$ cat src/rtl/light_sequencer.sv
`default_nettype none
// +--------------------------------------------------------------------------+
// | Module   : light_sequencer                                               |
// | Purpose  : Palette-driven light selector with manual/auto stepping,      |
// |            white and off modes, and a registered packed light output.    |
// | Options  : FADE_EN - slew light toward target by 1 LSB/channel/clock.    |
// | Revision : 1.0 - initial release                                         |
// +--------------------------------------------------------------------------+
module light_sequencer #(
  parameter int CH_W       = 8,
  parameter int N_COLOURS  = 6,
  parameter int STEP_TICKS = 50000000,
  localparam int IDX_W     = ($clog2(N_COLOURS) < 1) ? 1 : $clog2(N_COLOURS),
  localparam int LW        = 3 * CH_W
) (
  input  logic             clk,
  input  logic             rst,
  input  logic [1:0]       mode,
  input  logic             button,
  input  logic             pal_we,
  input  logic [IDX_W-1:0] pal_addr,
  input  logic [LW-1:0]    pal_data,
  output logic [LW-1:0]    light,
  output logic [IDX_W-1:0] colour_idx,
  output logic             step,
  output logic             fading
);

  localparam int TICK_W = ($clog2(STEP_TICKS) < 1) ? 1 : $clog2(STEP_TICKS);

  localparam logic [1:0] c_MODE_WHITE  = 2'b00;
  localparam logic [1:0] c_MODE_MANUAL = 2'b01;
  localparam logic [1:0] c_MODE_AUTO   = 2'b10;
  localparam logic [1:0] c_MODE_OFF    = 2'b11;

  localparam logic [TICK_W-1:0] c_TICK_LAST = TICK_W'(STEP_TICKS - 1);
  localparam logic [IDX_W-1:0]  c_IDX_LAST  = IDX_W'(N_COLOURS - 1);

  // Reset palette: 3-bit code (i mod 6)+1 spread to full-scale channels {R,G,B}.
  function automatic logic [LW-1:0] default_entry(input int i);
    logic [2:0] code;
    code = 3'((i % 6) + 1);
    return {{CH_W{code[2]}}, {CH_W{code[1]}}, {CH_W{code[0]}}};
  endfunction

  logic [LW-1:0]     r_palette [N_COLOURS];
  logic [LW-1:0]     r_light;
  logic [IDX_W-1:0]  r_idx;
  logic              r_step;
  logic              r_fading;
  logic              r_btn_q;
  logic [TICK_W-1:0] r_tick;

  logic              w_btn_rise;
  logic              w_adv;
  logic              w_addr_ok;
  logic [IDX_W-1:0]  w_idx_next;
  logic [LW-1:0]     w_target;
  logic [LW-1:0]     w_light_next;
  logic              w_fading_next;

  assign w_btn_rise = button & ~r_btn_q;
  assign w_addr_ok  = 32'(pal_addr) < 32'(N_COLOURS);
  assign w_idx_next = (r_idx == c_IDX_LAST) ? '0 : r_idx + IDX_W'(1);

  always_comb begin
    w_adv = 1'b0;
    case (mode)
      c_MODE_MANUAL: w_adv = w_btn_rise;
      c_MODE_AUTO:   w_adv = (r_tick == c_TICK_LAST);
      default:       w_adv = 1'b0;
    endcase
  end

  // Target reads the registered index, so a new colour lands one edge after the step.
  always_comb begin
    w_target = '0;
    case (mode)
      c_MODE_WHITE:  w_target = '1;
      c_MODE_MANUAL: w_target = r_palette[r_idx];
      c_MODE_AUTO:   w_target = r_palette[r_idx];
      c_MODE_OFF:    w_target = '0;
      default:       w_target = '0;
    endcase
  end

`ifdef FADE_EN
  for (genvar ch = 0; ch < 3; ch++) begin : g_fade_ch
    logic [CH_W-1:0] w_cur;
    logic [CH_W-1:0] w_tgt;
    assign w_cur = r_light[ch*CH_W +: CH_W];
    assign w_tgt = w_target[ch*CH_W +: CH_W];
    assign w_light_next[ch*CH_W +: CH_W] =
        (w_cur < w_tgt) ? w_cur + CH_W'(1) :
        (w_cur > w_tgt) ? w_cur - CH_W'(1) : w_cur;
  end
  assign w_fading_next = (w_light_next != w_target);
`else
  assign w_light_next  = w_target;
  assign w_fading_next = 1'b0;
`endif

  always_ff @(posedge clk) begin
    if (rst) begin
      r_light  <= '0;
      r_idx    <= '0;
      r_step   <= 1'b0;
      r_fading <= 1'b0;
      r_btn_q  <= 1'b0;
      r_tick   <= '0;
      for (int i = 0; i < N_COLOURS; i++) begin
        r_palette[i] <= default_entry(i);
      end
    end else begin
      r_btn_q  <= button;
      r_step   <= w_adv;
      r_light  <= w_light_next;
      r_fading <= w_fading_next;

      if (w_adv) begin
        r_idx <= w_idx_next;
      end

      // Held at zero outside auto so entering auto always waits a full period.
      if ((mode != c_MODE_AUTO) || w_adv) begin
        r_tick <= '0;
      end else begin
        r_tick <= r_tick + TICK_W'(1);
      end

      if (pal_we && w_addr_ok) begin
        r_palette[pal_addr] <= pal_data;
      end
    end
  end

  assign light      = r_light;
  assign colour_idx = r_idx;
  assign step       = r_step;
  assign fading     = r_fading;

endmodule
`default_nettype wire

$ cat config.mk
export PLATFORM = sky130hd
export DESIGN_NAME = light_sequencer
export DESIGN_NICKNAME = d
export VERILOG_FILES = /design/src/rtl/light_sequencer.sv
export SDC_FILE = /design/constraint.sdc
export NUM_CORES = 1
export LEC_CHECK = 0
export ABC_AREA = 0
export CORE_ASPECT_RATIO = 0.9
export CORE_MARGIN = 2
export CORE_UTILIZATION = 50
export CTS_BUF_LIST = sky130_fd_sc_hd__clkbuf_8
export CTS_CLUSTER_SIZE = 30
export DETAILED_ROUTE_END_ITERATION = 10
export HOLD_SLACK_MARGIN = 0.1
export PLACE_DENSITY = 0.77
export RECOVER_POWER = 25
export SLEW_MARGIN = 20
export SYNTH_ARGS = -nofsm -noshare
export SYNTH_HDL_FRONTEND = slang
export SYNTH_SLANG_ARGS = --single-unit
$ cat constraint.sdc
create_clock -name clk -period 3.2 [get_ports clk]
set_clock_uncertainty 0.05 [all_clocks]
set_input_delay 0.96 -clock clk [delete_from_list [all_inputs] [get_ports clk]]
set_output_delay 0.96 -clock clk [all_outputs]
set_load 0.05 [all_outputs]
==> summary.md, run 1 <==
| Metric | Value |
|---|---|
| Nets | `around 920` |
| CTS Root Cell | `clkbuf_8` |
| FP Rows | `49` |
| Synth Register Bits | `250` |
| Worst hold slack | `roughly 0.44 ns` |
| Pwr/cell area | `564 mW/mm^2` |
| Setup repair bufs after CTS | `0` |
| Top-count cell post-synth | `edfxtp_1` |
| WS Path Type | `in -> reg` |
| First-pass GRT wire length | `between 30000 and 40000 um` |
| Outcome | `finished clean` |
| GRT overflow | `0` |
| Chip height | `approximately 140 um` |
| Starting Density | `0.510` |
| Tot Pwr | `6.89 mW` |
| Post-Route WL | `21200 um` |
| I/O Pins | `62` |
| Layout Utilization | `0.611` |
| Final setup violation count | `0` |
| Overall via count from detail_route | `6235` |
| Peak fanout along the critical path | `15` |
| Final hold vios | `0` |
| Crit path cell chain | `dlygate4sd3_1, inv_1, a211o_1, clkbuf_1, nor3_2, or2_2, buf_12` |
| Max Slew Vio Count | `0` |
| Clk pin slew, worst setup/hold paths | `0.06 ns` |
| N_diodes | `0` |
| DR pass1 iterations | `5` |
| Synth top cells by count | `192 x edfxtp_1, 131 x nor2_1, 61 x nand2_1` |
| Critical-path top delay cell | `clkbuf_1` |
| Top post-synthesis cells by area | `edfxtp_1 57%, dfxtp_1 11%, mux4_2 11%` |
| Cell area after synthesis | `between 0.01 and 0.015 sq mm` |
| Cts repair resizes | `0` |
| Syn_area_per_cell | `13.9 sq um` |
| RSZ-0062 raised after global routing | `no` |
| Tmin final | `between 2 and 3 ns` |
| Syn Inst Count | `between 700 and 800` |
| Clock buffer depth | `3` |
| Yosys top cell area share | `0.566` |
| Per-cell routed wire length | `18.2 um` |
| Min-delay worst type | `reg -> reg` |
| GPL Wtd Cong | `about 0.80` |
| Setup crit start kind | `primary input` |
| P_leak | `4.33 nW` |
| Remaining antenna violation count after routing | `0` |
| Worst vdd ir | `~0.28 mV` |
| Max incr delay on CP | `~0.61 ns` |
| Port buffer count | `60` |
| Slew margin rel. | `0.394` |
| # Max-Cap Violations | `0` |
| Fmax | `about 350 MHz` |
| CTS H-tree depth | `2` |
| Post-synth EDFFs | `between 150 and 200` |
| Die Span X | `approximately 150 um` |
| Synth area leader | `edfxtp_1` |
| Sequential area share after synthesis | `0.680` |
| Arrival time worst endpoint | `roughly 3.1 ns` |
| Synth unique cells | `36` |
| Initial antenna violation count | `0` |
| CTS tree | `yes` |
| GRT Total Usage | `0.204` |
| Hpwl dp | `about 14000 um` |
| Area Growth Syn to Fin | `19.9%` |
| Vias/cell | `between 5 and 6` |
| Clock Sink Count | `250` |
| Die area | `about 0.022 sq mm` |
| Clock Latency Late Sink | `around 0.53 ns` |
| Cts bufs inserted | `41` |
| Largest net degree at the start of global routing | `26` |
| Final period util | `0.904` |
| Crit end category | `register` |
| Async SR Flop Fraction | `0` |
| Residual DRC | `0` |
| Core area | `approximately 0.020 sq mm` |
| YS warnings | `0` |
| Sum Neg Setup Slack | `0 ns` |
| Number of global-route vias before repair | `6439` |
| Worst endpoint required time | `roughly 3.4 ns` |
| Post-synth top flop | `edfxtp_1` |
| Hold_buf cts | `0` |
| Worst Tran Pin Value | `roughly 0.90 ns` |
| Share of post-route cells with drive strength above 1 | `0.153` |
| Iteration-0 DRC count of the detailed router | `551` |
registers in the layout, indices dropped and copies added, names as in the netlist, named ones only:
name and cells:
r_palette 192, light 24, r_tick 26, step 1
colour_idx 3, r_btn_q 1
report_power, final:
part           total (mW)  internal (mW)  switching [mW]
registers            3.77           3.70          0.0616
clock network        2.55           1.34            1.21
logic               0.576          0.236           0.339
total                6.89           5.28            1.61
per-stage QoR:
step	cells	instance area, sq um	setup slack, ns
floorplan	779	10400	0.154
global placement	1093	11500	0.0865
detailed placement	1093	11500	0.0549
CTS	1168	12300	0.371
global route	1168	12200	0.219
finish	1168	12200	0.308
kinds of logic (layout without fill, tap and decap cells):
kind of cell | count (synthesis) | in the layout | synth area share
adders and majority gates | 4 | 4 | 0.00491
other | 1 | 49 | 0.000368
and+or+nand+nor | 296 | 296 | 0.134
buffers and inverters | 74 | 208 | 0.0292
xor gates and xnor gates | 25 | 25 | 0.0215
DFF | 250 | 250 | 0.680
muxes | 48 | 48 | 0.106
AOI/OAI and AO/OA | 33 | 33 | 0.0246
layout by cell type (no fill, tap or decap), types with 3 or more instances in the layout:
| cell type | synthesis | layout |
|---|---|---|
| mux4_2 | 48 | 48 |
| and2_1 | 10 | 10 |
| edfxtp_1 | 192 | 192 |
| buf_12 | 0 | 5 |
| nor3_1 | 8 | 6 |
| inv_1 | 33 | 48 |
| clkbuf_8 | 0 | 47 |
| buf_4 | 2 | 27 |
| dlygate4sd3_1 | 0 | 3 |
| clkbuf_1 | 28 | 7 |
| nand2_1 | 61 | 61 |
| ha_1 | 4 | 4 |
| xnor2_1 | 17 | 17 |
| and3_1 | 3 | 3 |
| nand2b_1 | 20 | 20 |
| clkinv_1 | 0 | 7 |
| nor2_1 | 131 | 131 |
| nand3_1 | 11 | 11 |
| clkinv_2 | 0 | 5 |
| or3_1 | 3 | 3 |
| nor2b_1 | 25 | 25 |
| xor2_1 | 8 | 8 |
| nor4_1 | 8 | 8 |
| a211oi_1 | 24 | 25 |
| conb_1 | 1 | 49 |
| or4_1 | 3 | 3 |
| dfxtp_1 | 58 | 56 |
| nand4_1 | 7 | 7 |
| clkdlybuf4s50_1 | 0 | 57 |
layout make-up:
type	count	area [sq um]
tap	255	319
clock buffer	47	647
fill	1577	7760
sequential	250	6930
timing repair buffer	100	935
multi-input combinational	455	3150
inverter	33	124
clock inverter	28	115
final timing paths:
check,startpoint,endpoint,slack (ns),cells after the start
worst max-delay path,pal_we,r_palette[4][10],0.31,7
worst min register to register,r_tick[0],r_tick[0],0.44,1
worst min-delay path,r_tick[0],r_tick[0],0.44,1
worst max register to register,r_tick[0],colour_idx[1],0.99,6
worst max-delay path: cells and delay by family:
family	cells	cell delay, ns
buffers and inverters	4	1.49
and+or+nand+nor	2	0.49
AOI/OAI and AO/OA	1	0.17
per-layer routing:
| metal | wire length (um) | vias up | part of all wire | global-route usage |
|---|---|---|---|---|
| met5 | 0 | - | 0 | 0 |
| met4 | 523 | 0 | 0.025 | 0.0682 |
| met3 | 1500 | 43 | 0.071 | 0.0377 |
| met2 | 10400 | 233 | 0.49 | 0.335 |
| met1 | 8840 | 3068 | 0.42 | 0.278 |
| li1 | - | 2891 | - | - |
No activity file was read; power rests on OpenSTA's default activity.
==> run 2: changes to the inputs <==
--- a/config.mk
+++ b/config.mk
@@ -5,11 +5,11 @@
 export SDC_FILE = /design/constraint.sdc
 export NUM_CORES = 1
 export LEC_CHECK = 0
-export ABC_AREA = 0
 export CORE_ASPECT_RATIO = 0.9
 export CORE_MARGIN = 2
 export CORE_UTILIZATION = 50
 export CTS_BUF_LIST = sky130_fd_sc_hd__clkbuf_8
+export CTS_CLUSTER_DIAMETER = 200
 export CTS_CLUSTER_SIZE = 30
 export DETAILED_ROUTE_END_ITERATION = 10
 export HOLD_SLACK_MARGIN = 0.1
==> constraint.sdc (replaced) <==
create_clock -name clk -period 3.2 [get_ports clk]
set_clock_uncertainty 0.05 [all_clocks]
set_input_delay 0.48 -clock clk [delete_from_list [all_inputs] [get_ports clk]]
set_output_delay 0.48 -clock clk [all_outputs]
set_load 0.05 [all_outputs]
==> run 2 against run 1 <==
Against the previous run: total power fell by 18%; final cell count fell by 5.3%; sequential power barely moved; critical path type unchanged; routed wire length fell by 3.3%; clock power fell by 47%; maximum frequency rose by 15%; first-iteration DRC count rose by 7.1%; largest power group unchanged; largest cell class unchanged; sequential share of layout area rose by 3.0 points.
==> summary.md, run 2 (same netlist as run 1, synthesis figures left out) <==
| Metric | Value |
|---|---|
| Outcome | `finished clean` |
| Clock Sink Count | `250` |
| GRT Total Usage | `0.195` |
| Critical-path top delay cell | `dlygate4sd3_1` |
| Overall via count from detail_route | `just under 6000` |
| Post-Route WL | `20500 um` |
| Setup repair bufs after CTS | `0` |
| Core area | `about 0.02 sq mm` |
| Psw | `approximately 1.4 mW` |
| DR pass1 iterations | `5` |
| Port buffer count | `60` |
| Clock share of power | `0.238` |
| Crit path cell chain | `dlygate4sd3_1, clkbuf_1, a211oi_1, clkbuf_1, nand3_1, nand2b_1, buf_4` |
| Worst reg2reg path endpoint | `r_tick[19]` |
| Initial antenna violation count | `0` |
| Final setup violation count | `0` |
| Chip height | `about 140 um` |
| WS Path Type | `in -> reg` |
| Worst hold slack | `0.455 ns` |
| Design Area, Final | `0.0116 sq mm` |
| Largest net degree at the start of global routing | `32` |
| Commonest non-fill, non-tap cell in the layout | `edfxtp_1` |
| Hpwl dp | `13700 um` |
| Max incr delay on CP | `about 0.61 ns` |
| RSZ-0062 raised after global routing | `no` |
| I/O Pins | `between 60 and 70` |
| Max Slew Vio Count | `0` |
| Final period util | `0.786` |
| Reg2reg setup slack | `just over 0.9 ns` |
| Iteration-0 DRC count of the detailed router | `around 600` |
| Die Span X | `between 150 and 200 um` |
| Vias/cell | `5.35` |
| Comb pwr share | `0.099` |
| Placed inst area | `0.0114 sq mm` |
| Die area | `approximately 0.022 sq mm` |
| CTS H-tree depth | `1` |
| Worst setup margin | `~0.68 ns` |
| CTS Root Cell | `clkbuf_8` |
| Setup crit start kind | `primary input` |
| # Max-Cap Violations | `0` |
| Critical Path Most Common Cell | `clkbuf_1` |
| Int Power | `approximately 4.3 mW` |
| Reg with most FFs | `r_palette` |
| N_diodes | `0` |
| Arrival time worst endpoint | `2.68 ns` |
| Max reg flops | `192` |
| Sum Neg Setup Slack | `0 ns` |
| Residual DRC | `0` |
| Per-cell routed wire length | `around 19 um` |
| Share of post-route cells with drive strength above 1 | `0.110` |
| CTS tree | `yes` |
| GRT overflow | `0` |
| Number of global-route vias before repair | `5998` |
| First-pass GRT wire length | `32800 um` |
| FP Rows | `~50` |
| Worst vdd ir | `approximately 0.26 mV` |
| Area Growth Syn to Fin | `13.9%` |
| Worst Tran Pin Value | `0.986 ns` |
| Starting Density | `0.510` |
| DP Worst Slack | `between 0.4 and 0.5 ns` |
| Hold_buf cts | `0` |
| Nets | `882` |
| Crit end category | `register` |
| Clock buffer depth | `3` |
| Fmax | `a little under 400 MHz` |
| Layout Utilization | `0.581` |
| Crit Reg-Reg Startpoint | `r_tick[0]` |
| GPL Wtd Cong | `about 0.77` |
| Cts repair resizes | `0` |
| Worst endpoint required time | `around 3.4 ns` |
| Tmin final | `around 2.5 ns` |
| Most frequent cells in the layout | `192 x edfxtp_1, 131 x nor2_1, 61 x nand2_1` |
| Crit. Startpoint | `rst` |
| Remaining antenna violation count after routing | `0` |
| Slew margin rel. | `0.343` |
| Final hold vios | `0` |
| Crit path capture | `r_palette[3][14]` |
| Clk pin slew, worst setup/hold paths | `~0.17 ns` |
| Min-delay worst type | `reg -> reg` |
| Cts bufs inserted | `12` |
| Clock Latency Late Sink | `0.53 ns` |
| FF-to-FF path depth | `7` |
| Peak fanout along the critical path | `15` |
| Hold path startpoint | `r_tick[0]` |
| Switching share of power | `0.238` |
| Pwr/cell area | `approximately 500 mW/mm^2` |
| Part of the power in registers | `0.662` |
| P_leak | `~4.0 nW` |
run 2: cell count changes in the layout (fill, tap and decap cells not counted), moves of 2 or more:
cell / previous run / this run
clkinv_1: 7 / 0
and2_1: 10 / 8
clkinv_2: 5 / 0
and2_0: 0 / 2
buf_12: 5 / 3
buf_4: 27 / 23
clkbuf_8: 47 / 13
inv_1: 48 / 39
run 2: power by group through the flow:
stage | sequential [mW] | clock, mW | combinational, mW
after global routing | 3.78 | 1.49 | 0.604
after global placement | 3.83 | 0 | 0.564
after detailed placement | 3.84 | 0 | 0.570
after floorplan | 3.91 | 0 | 0.254
after CTS | 3.76 | 1.38 | 0.573
final | 3.76 | 1.35 | 0.565
run 2: critical path: cells and delay by family:
kind | cells | cell delay (ns)
AND/OR/NAND/NOR | 2 | 0.27
buffers and inverters | 4 | 1.65
AO/OA/AOI/OAI | 1 | 0.27
run 2: layer usage:
metal | part of all wire | GRT usage
met1 | 0.44 | 0.284
met2 | 0.49 | 0.323
met3 | 0.060 | 0.0299
met4 | 0.014 | 0.0327
met5 | 0 | 0
run 2: how the worst min path moves through the flow:
stage,to,cells past startpoint
after global routing,r_btn_q,2
after detailed placement,r_tick[0],1
after global placement,r_tick[0],1
final,r_tick[0],1
after CTS,r_tick[0],1
after floorplan,r_tick[0],1
run 2: metrics by stage:
stage	cells	power (mW)
after floorplan	779	4.17
after detailed placement	1086	4.41
after global placement	1086	4.39
after global routing	1106	5.88
final	1106	5.68
after CTS	1106	5.71
run 2: cell type report:
type	instances	area, sq um
Fill cell	1592	8380
Sequential cell	250	6930
Multi-Input combinational cell	455	3150
Timing Repair Buffer	93	861
Tap cell	255	319
Clock buffer	13	179
Inverter	33	124
Clock inverter	7	42.5
